==> config.mk <==
export PLATFORM = sky130hd
export DESIGN_NAME = dma_axi_slv
export DESIGN_NICKNAME = d
export VERILOG_FILES = /design/src/rtl/dma_axi_pkg.sv /design/src/rtl/dma_axi_cmdq.sv /design/src/rtl/dma_axi_slv.sv
export SDC_FILE = /design/constraint.sdc
export NUM_CORES = 1
export LEC_CHECK = 0
export CORE_AREA = 5 5 251 155
export DETAILED_ROUTE_END_ITERATION = 7
export DIE_AREA = 0 0 256 160
export PLACE_DENSITY = 0.86
export SLEW_MARGIN = 20
export SYNTH_ARGS = -nofsm -noshare
export SYNTH_HDL_FRONTEND = slang
export SYNTH_SLANG_ARGS = --single-unit
==> constraint.sdc <==
create_clock -name clk -period 6.4 [get_ports clk]
set_input_delay 0.64 -clock clk [delete_from_list [all_inputs] [get_ports clk]]
set_output_delay 0.64 -clock clk [all_outputs]
set_load 0.02 [all_outputs]
==> src/rtl/dma_axi_pkg.sv <==
// Shared types and helpers for the AXI-to-DMA slave bridge.
package dma_axi_pkg;

    typedef enum logic [2:0] {
        ST_IDLE,
        ST_REQ,
        ST_WAIT,
        ST_BRESP,
        ST_RRESP
    } state_t;

    localparam logic [1:0] RESP_OKAY   = 2'b00;
    localparam logic [1:0] RESP_SLVERR = 2'b10;

    localparam logic GRANT_READ  = 1'b0;
    localparam logic GRANT_WRITE = 1'b1;

    // Only single-beat, naturally aligned transfers of up to 8 bytes are served.
    function automatic logic cmd_err(input logic [7:0] len, input logic [2:0] size,
                                     input logic [2:0] addr_lo, input logic is_write,
                                     input logic wlast);
        logic misaligned;
        case (size)
            3'd0:    misaligned = 1'b0;
            3'd1:    misaligned = addr_lo[0];
            3'd2:    misaligned = |addr_lo[1:0];
            3'd3:    misaligned = |addr_lo;
            default: misaligned = 1'b1;
        endcase
        return (len != 8'd0) || (size > 3'd3) || (is_write && !wlast) || misaligned;
    endfunction

endpackage

==> src/rtl/dma_axi_cmdq.sv <==
// Two-entry command FIFO between the AXI accept logic and the core request FSM.
module dma_axi_cmdq #(
    parameter int W = 8
) (
    input  logic         clk,
    input  logic         rst_l,
    input  logic         push,
    input  logic [W-1:0] push_data,
    input  logic         pop,
    output logic         full,
    output logic         empty,
    output logic [W-1:0] head
);

    logic [W-1:0] mem [2];
    logic         wr_ptr;
    logic         rd_ptr;
    logic [1:0]   count;

    always_ff @(posedge clk or negedge rst_l) begin
        if (!rst_l) begin
            wr_ptr <= 1'b0;
            rd_ptr <= 1'b0;
            count  <= 2'd0;
        end else begin
            if (push) wr_ptr <= ~wr_ptr;
            if (pop)  rd_ptr <= ~rd_ptr;
            case ({push, pop})
                2'b10:   count <= count + 2'd1;
                2'b01:   count <= count - 2'd1;
                default: count <= count;
            endcase
        end
    end

    // Payload storage carries no reset; occupancy is tracked by count alone.
    always_ff @(posedge clk) begin
        if (push) mem[wr_ptr] <= push_data;
    end

    assign full  = (count == 2'd2);
    assign empty = (count == 2'd0);
    assign head  = mem[rd_ptr];

endmodule

==> src/rtl/dma_axi_slv.sv <==
// AXI slave front-end that serialises single-beat reads/writes into one-at-a-time core DMA requests.
module dma_axi_slv #(
    parameter int TAG = 1
) (
    input  logic           clk,
    input  logic           rst_l,
    input  logic           bus_clk_en,

    input  logic           axi_awvalid,
    output logic           axi_awready,
    input  logic [TAG-1:0] axi_awid,
    input  logic [31:0]    axi_awaddr,
    input  logic [2:0]     axi_awsize,
    input  logic [7:0]     axi_awlen,
    input  logic [1:0]     axi_awburst,

    input  logic           axi_wvalid,
    output logic           axi_wready,
    input  logic [63:0]    axi_wdata,
    input  logic [7:0]     axi_wstrb,
    input  logic           axi_wlast,

    output logic           axi_bvalid,
    input  logic           axi_bready,
    output logic [TAG-1:0] axi_bid,
    output logic [1:0]     axi_bresp,

    input  logic           axi_arvalid,
    output logic           axi_arready,
    input  logic [TAG-1:0] axi_arid,
    input  logic [31:0]    axi_araddr,
    input  logic [2:0]     axi_arsize,
    input  logic [7:0]     axi_arlen,
    input  logic [1:0]     axi_arburst,

    output logic           axi_rvalid,
    input  logic           axi_rready,
    output logic [TAG-1:0] axi_rid,
    output logic [63:0]    axi_rdata,
    output logic [1:0]     axi_rresp,
    output logic           axi_rlast,

    output logic           dma_req_valid,
    input  logic           dma_req_ready,
    output logic           dma_req_write,
    output logic [31:0]    dma_req_addr,
    output logic [1:0]     dma_req_size,
    output logic [63:0]    dma_req_wdata,
    output logic [7:0]     dma_req_wstrb,

    input  logic           dma_rsp_valid,
    input  logic           dma_rsp_error,
    input  logic [63:0]    dma_rsp_rdata
);
    import dma_axi_pkg::*;

    localparam int ENTRY_W = 1 + TAG + 32 + 2 + 64 + 8 + 1;

    state_t         state;
    logic           last_grant;
    logic           q_full;
    logic           q_empty;
    logic           pop;
    logic           wr_elig;
    logic           rd_elig;
    logic           write_grant;
    logic           read_grant;
    logic           wr_err;
    logic           rd_err;
    logic [ENTRY_W-1:0] push_data;
    logic [ENTRY_W-1:0] head;

    logic           h_write;
    logic [TAG-1:0] h_id;
    logic [31:0]    h_addr;
    logic [1:0]     h_size;
    logic [63:0]    h_wdata;
    logic [7:0]     h_wstrb;
    logic           h_err;

    logic           rsp_write;
    logic           rsp_err;
    logic [TAG-1:0] rsp_id;
    logic [63:0]    rsp_rdata;

    logic           unused_burst;
    assign unused_burst = ^{axi_awburst, axi_arburst};

    // Arbitration: when both channels are eligible, the one not granted last wins.
    assign wr_elig     = axi_awvalid & axi_wvalid & ~q_full;
    assign rd_elig     = axi_arvalid & ~q_full;
    assign write_grant = bus_clk_en & wr_elig & (~rd_elig | (last_grant == GRANT_READ));
    assign read_grant  = bus_clk_en & rd_elig & (~wr_elig | (last_grant == GRANT_WRITE));

    assign axi_awready = write_grant;
    assign axi_wready  = write_grant;
    assign axi_arready = read_grant;

    assign wr_err = cmd_err(axi_awlen, axi_awsize, axi_awaddr[2:0], 1'b1, axi_wlast);
    assign rd_err = cmd_err(axi_arlen, axi_arsize, axi_araddr[2:0], 1'b0, 1'b1);

    assign push_data = write_grant
        ? {1'b1, axi_awid, axi_awaddr, axi_awsize[1:0], axi_wdata, axi_wstrb, wr_err}
        : {1'b0, axi_arid, axi_araddr, axi_arsize[1:0], 64'd0, 8'd0, rd_err};

    assign {h_write, h_id, h_addr, h_size, h_wdata, h_wstrb, h_err} = head;

    assign pop = bus_clk_en & (state == ST_IDLE) & ~q_empty;

    dma_axi_cmdq #(.W(ENTRY_W)) u_cmdq (
        .clk       (clk),
        .rst_l     (rst_l),
        .push      (write_grant | read_grant),
        .push_data (push_data),
        .pop       (pop),
        .full      (q_full),
        .empty     (q_empty),
        .head      (head)
    );

    always_ff @(posedge clk or negedge rst_l) begin
        if (!rst_l) begin
            state         <= ST_IDLE;
            last_grant    <= GRANT_READ;
            dma_req_valid <= 1'b0;
            axi_bvalid    <= 1'b0;
            axi_rvalid    <= 1'b0;
            rsp_write     <= 1'b0;
            rsp_err       <= 1'b0;
            rsp_id        <= '0;
            rsp_rdata     <= '0;
        end else if (bus_clk_en) begin
            if (write_grant)     last_grant <= GRANT_WRITE;
            else if (read_grant) last_grant <= GRANT_READ;

            case (state)
                ST_IDLE: begin
                    if (!q_empty) begin
                        rsp_write <= h_write;
                        rsp_id    <= h_id;
                        rsp_err   <= h_err;
                        if (h_err) begin
                            // Malformed commands are answered directly without touching the core.
                            rsp_rdata <= '0;
                            if (h_write) begin
                                state      <= ST_BRESP;
                                axi_bvalid <= 1'b1;
                            end else begin
                                state      <= ST_RRESP;
                                axi_rvalid <= 1'b1;
                            end
                        end else begin
                            state         <= ST_REQ;
                            dma_req_valid <= 1'b1;
                        end
                    end
                end
                ST_REQ: begin
                    if (dma_req_ready) begin
                        state         <= ST_WAIT;
                        dma_req_valid <= 1'b0;
                    end
                end
                ST_WAIT: begin
                    if (dma_rsp_valid) begin
                        rsp_rdata <= dma_rsp_rdata;
                        rsp_err   <= dma_rsp_error;
                        if (rsp_write) begin
                            state      <= ST_BRESP;
                            axi_bvalid <= 1'b1;
                        end else begin
                            state      <= ST_RRESP;
                            axi_rvalid <= 1'b1;
                        end
                    end
                end
                ST_BRESP: begin
                    if (axi_bready) begin
                        state      <= ST_IDLE;
                        axi_bvalid <= 1'b0;
                    end
                end
                ST_RRESP: begin
                    if (axi_rready) begin
                        state      <= ST_IDLE;
                        axi_rvalid <= 1'b0;
                    end
                end
                default: state <= ST_IDLE;
            endcase
        end
    end

    // Request fields are loaded on pop and stay stable for the life of the request.
    always_ff @(posedge clk) begin
        if (pop) begin
            dma_req_write <= h_write;
            dma_req_addr  <= h_addr;
            dma_req_size  <= h_size;
            dma_req_wdata <= h_wdata;
            dma_req_wstrb <= h_wstrb;
        end
    end

    assign axi_bid   = rsp_id;
    assign axi_rid   = rsp_id;
    assign axi_bresp = rsp_err ? RESP_SLVERR : RESP_OKAY;
    assign axi_rresp = rsp_err ? RESP_SLVERR : RESP_OKAY;
    assign axi_rdata = rsp_rdata;
    assign axi_rlast = 1'b1;

endmodule
## Yosys cells after proc, flatten, opt, wreduce, memory -nomap -nowiden

Memory sizes are Yosys's and may differ from the RTL's.
Index checks and enable logic that the tools add are counted.

| storage, ports and cells | value |
|---|---|
| bits in registers | 185 |
| memory bits (writable) | 218 |
| bits of input ports | 240 |
| output and inout port bits | 184 |
| logic and storage cells | 138 |
| memories kept | 1 |

Memories:

| memory | depth | width | rd ports | clocked after memory_dff | write ports | RTL line | source |
|---|---|---|---|---|---|---|---|
| u_cmdq.mem | 2 | 109 | 1 | 0 | 1 | dma_axi_cmdq.sv:15 | `logic [W-1:0] mem [2];` |

| cells by class | value |
|---|---|
| add/subtract/negate cells | 2 |
| $lt $le $gt $ge | 2 |
| eq/ne operators | 24 |
| multiplexer cells | 43 |
| bitwise logic cells | 19 |
| reductions and logical operators | 30 |

Operators by type and width:

| operator | number |
|---|---|
| $mux W64 | 3 |
| $pmux W64 S2 | 1 |
| $mux W109 | 1 |
| $mux W3 | 8 |
| $ne A2 B2 Y1 const B | 11 |
| $mux W1 | 21 |
| $eq A3 B2 Y1 const B | 6 |
| $reduce_and A8 Y1 | 2 |
| $reduce_bool A8 Y1 | 2 |
| $pmux W3 S5 | 1 |
| $reduce_and A5 Y1 | 2 |
| $and A1 B1 Y1 | 9 |
| $eq A3 B1 Y1 const B | 3 |
| $logic_not A3 Y1 | 3 |
| $pmux W1 S4 | 2 |
| $reduce_bool A2 Y1 | 4 |
| $not A1 Y1 | 7 |
| $gt A3 B2 Y1 const B | 2 |
| $pmux W1 S3 | 2 |
| $reduce_and A6 Y1 | 1 |
| $reduce_bool A3 Y1 | 2 |
| $reduce_or A3 Y1 | 2 |
| $logic_or A1 B1 Y1 | 5 |
| $eq A2 B2 Y1 const B | 2 |
| other kinds (14) | 18 |

## Longest topological paths before layout

| logic depth | value |
|---|---|
| word-level depth | 9 |
| depth in mapped cells | 7 |
| gate-level depth less buffers | 6 |

## Hierarchy

Synthesis repeated with hierarchy kept, for this count alone.

| unflattened totals | value |
|---|---|
| cells, all modules | 815 |
| area, all modules | 15720.1 µm² |

Modules (own cells, without submodules):

| module | instances | cells an instance | area an instance (µm²) | sequential area each (µm²) |
|---|---|---|---|---|
| dma_axi_cmdq | 1 | 355 | 8549.4 | 6646.4 |
| dma_axi_slv | 1 | 460 | 7170.6 | 5064.9 |

## Worst setup path before layout

OpenSTA, ideal clock, no wires.

| timing path | value |
|---|---|
| path kind | input -> register |
| start | in bus_clk_en |
| end | mem u_cmdq.mem[0][0] (netlist name), enable pin |
| setup time | 0.578 ns |
| arrival time | 5.813 ns |
| data required time | 5.822 ns |
| slack | 0.009 ns |
| stages on the path | 4 |
| buffers on the path | 1 |
| cells stage by stage | inv_1 -> or3_1 -> clkbuf_1 -> nor2_1 |

| between the ends | value |
|---|---|
| cells in the longest elaborated chain, start to end | 5 |
| elaborated cells between the ends (all ways) | 7 |
| those cells by class | mux (2); bitwise (5) |

RTL lines:

| what | RTL line | source |
|---|---|---|
| start: declaration | dma_axi_slv.sv:7 | `input logic bus_clk_en,` |
| $and A1 B1 Y1, on equally long branches (2 in a row) | dma_axi_slv.sv:92, dma_axi_slv.sv:93 |  |
| $or A1 B1 Y1 (*) | dma_axi_slv.sv:113 | `.push (write_grant \| read_grant),` |
| $mux W1 (*) | dma_axi_cmdq.sv:38 | `if (push) mem[wr_ptr] <= push_data;` |
| $mux W1 (not written as such) (*) | dma_axi_cmdq.sv:38 |  |
| end: declaration | dma_axi_cmdq.sv:15 |  |

Every way passes the cells marked *; elsewhere a longest branch is shown, timed or not.

## Final worst setup path

| timing path | value |
|---|---|
| start | in bus_clk_en |
| end | out axi_wready |

| between the ends | value |
|---|---|
| cells in the longest elaborated chain, start to end | 2 |

RTL lines:

| what | RTL line | source |
|---|---|---|
| $and A1 B1 Y1 (2 in a row) | dma_axi_slv.sv:92 | `assign write_grant = bus_clk_en & wr_elig & (~rd_elig \| (last_grant == GRANT_READ));` |
| end: declaration | dma_axi_slv.sv:18 | `output logic axi_wready,` |

Every way passes these cells.

==> flow_summary.ini <==
[clocking]
clk_pin_slew_ps = 70
post_cts_buffers = 0
htreeDepth = 2
numCtsBuffers = 39
clock-sinks = 403
cts_resized = 0
cts_tree = done
clk_path_buf_depth = 3
clock-root-buffer = clkbuf_16
clk-insertion-delay-late_ps = 530
cts_hold_buf = 0

[route]
wl_met2_mm = 19.7
post-route-drc-count = 0
top_layer = met5
ant_nets = 0
m1WireLength_mm = 15.7
drt_pass1_iterations = 5
detail_route.wl_per_cell_um = 21.0
wl_mm = 39.6
vias = 9814
routed_via_density = 5.20
wl_met3_mm = 2.51
dr.first_iter.drc_count = 755

[job]
max_cap_viol_count = 0

[logic_synthesis]
yosysMostFrequentCell = edfxtp_1
ys_top_cells_by_count = edfxtp_1 (325), mux2_2 (143), dfrtp_1 (78)
synth.area.top_cells = edfxtp_1 (62%), dfrtp_1 (12%), mux2_2 (10%)
avgSynthCellArea_um2 = 16.2
synth_edf_count = 325
synth_cell_type_count = 47
ys_async_sr_fraction = 0.194
syn-cell-area_mm2 = 0.0158
yosysSeqAreaShare = 0.742
ys.flop_type = edfxtp_1
synth.largest_area_cell = edfxtp_1
synth_seq_cells = 403
synth_top_area_frac = 0.618
ys_warn_count = 0
syn_inst = 976

[critical_path]
arrival_ps = 3070
worstReg2RegStart = u_cmdq.count[1]
crit_required_ps = 5760
ff2ff_setup_slack_ps = 3460
path_max_fanout = 37
start_kind = input pin
path_class = in2out
crit_start = bus_clk_en
setup.worst_path.end_class = primary output

[finish]
nets = 1617
area.growth.synth_to_final_pct = 36.9
fill_cells = 2729
final_cells = 1887
final_core_util = 0.599
final_layout_size_suffix_gt1_frac = 0.158

[timing]
grt_setup_unrepaired = no
fin_crit_sh = 0.579
max_slew_margin = 0.339
setup-tns-final_ps = 0
skew_ps = 17.2
setup_viol = 0
fin_crit_ps = 3710
clock.fmax_ghz = 0.270
fin_ws_ps = 2690
tightest_slew_ps = 989
finalMaxSlewViolations = 0
hold_viol = 0

[global_routing]
grt_max_degree = 131
grt_pass1_wl_mm = 59.9
gr-total-overflow = 0
globalRouteTotalUtil = 0.186
antenna_found_initial = 6
grt_pass1_vias = 10189

[floorplan]
core_area_mm2 = 0.0361
row_count = 54
die_x_um = 256
io_pins = 424
die_area_mm2 = 0.0410
start_util = 0.438
die_h_um = 160

[place]
hpwl_mm = 26.3
port_buffers = 416
place_congestion = 0.815
dpl_worst_slack_ps = 2430
dp.cells = 1811

[pwr]
powerDensity_mw_per_mm2 = 425
irDropWorstVdd_mv = 0.266
p_leak_nw = 7.51

[run_status]
status = completed

[worst_hold_path]
min_path_type = in2async
[sequential cells by signal (all words and copies together), names as in the netlist]
name	flops
u_cmdq.rd_ptr	1
axi_rvalid	1
dma_req_wdata	64
dma_req_addr	32
u_cmdq.count	2
last_grant	1
axi_rdata	64
rsp_write	1
u_cmdq.wr_ptr	1
axi_bvalid	1
dma_req_write	1
u_cmdq.mem	218
rsp_err	1
dma_req_size	2
axi_bid	1
dma_req_wstrb	8
state	3
dma_req_valid	1
[cells in the final DEF, fill, tap and decap left out, types with 9 or more instances in the layout]
master             n
mux2_2           143
o21ai_1           10
and2_1            72
nor2_1             9
clkdlybuf4s50_1  415
dfrtp_1           77
a21oi_1            9
nand2_1           71
o21ai_0           60
clkbuf_16         39
edfxtp_1         325
o31ai_1           69
[where the power goes]
group          internal (mW)  switching (mW)  total [mW]
logic                   1.32            1.65        2.97
clock network           1.24           0.970        2.21
registers               3.65           0.348        4.00
[routing by layer]
layer  global-route usage  vias up
met4               0.0885        2
met2                0.305      366
li1                     -     4490
met1                0.232     4849
met5                    0        -
met3               0.0494      107
[worst max-delay path, stage by stage]
cell,delay [ps]
clkdlybuf4s50_1,660
inv_1,230
a2111oi_4,300
buf_4,500
clkdlybuf4s50_1,710
[per-stage QoR]
| stage | hold slack (ps) | power (mW) | area (µm²) |
|---|---|---|---|
| after detailed placement | 479 | 7.04 | 20400 |
| after CTS | 308 | 9.28 | 21600 |
| after global routing | 203 | 9.62 | 21600 |
| after floorplan | 344 | 5.73 | 15800 |
| final | 161 | 9.18 | 21600 |
| after global placement | 473 | 6.94 | 20400 |
[final cells by class]
| type | count | area, µm² | area share |
|---|---|---|---|
| multi-input cells | 500 | 3780 | 0.175 |
| well taps | 476 | 596 | 0.0275 |
| flip-flops and latches | 403 | 11700 | 0.542 |
| clock buffers | 50 | 1040 | 0.0481 |
| repair buffers | 427 | 4290 | 0.199 |
| inverters | 5 | 18.8 | 0.000868 |
| clock inverters | 21 | 170 | 0.00787 |
| diodes | 5 | 12.5 | 0.000579 |
[kinds of logic after synthesis]
group,after synthesis,synth area share
AO/OA/AOI/OAI,165,0.0681
adder cells (fa/ha/maj),1,0.000792
AND/OR/NAND/NOR,182,0.0613
flip-flops,403,0.742
other,2,0.000476
multiplexers,144,0.103
XOR/XNOR,5,0.00277
buffers and inverters,74,0.0223
[final timing paths]
kind / end / depth (start not counted)
hold reg to reg: axi_rdata[26] / 2
max in group asynchronous: u_cmdq.rd_ptr / 1
min in group clk: axi_rdata[26] / 2
setup / recovery: axi_wready / 5
hold / removal: axi_rdata[21] / 1
setup reg to reg: u_cmdq.mem[0][13] / 4
No activity file was read; power rests on OpenSTA's default activity.
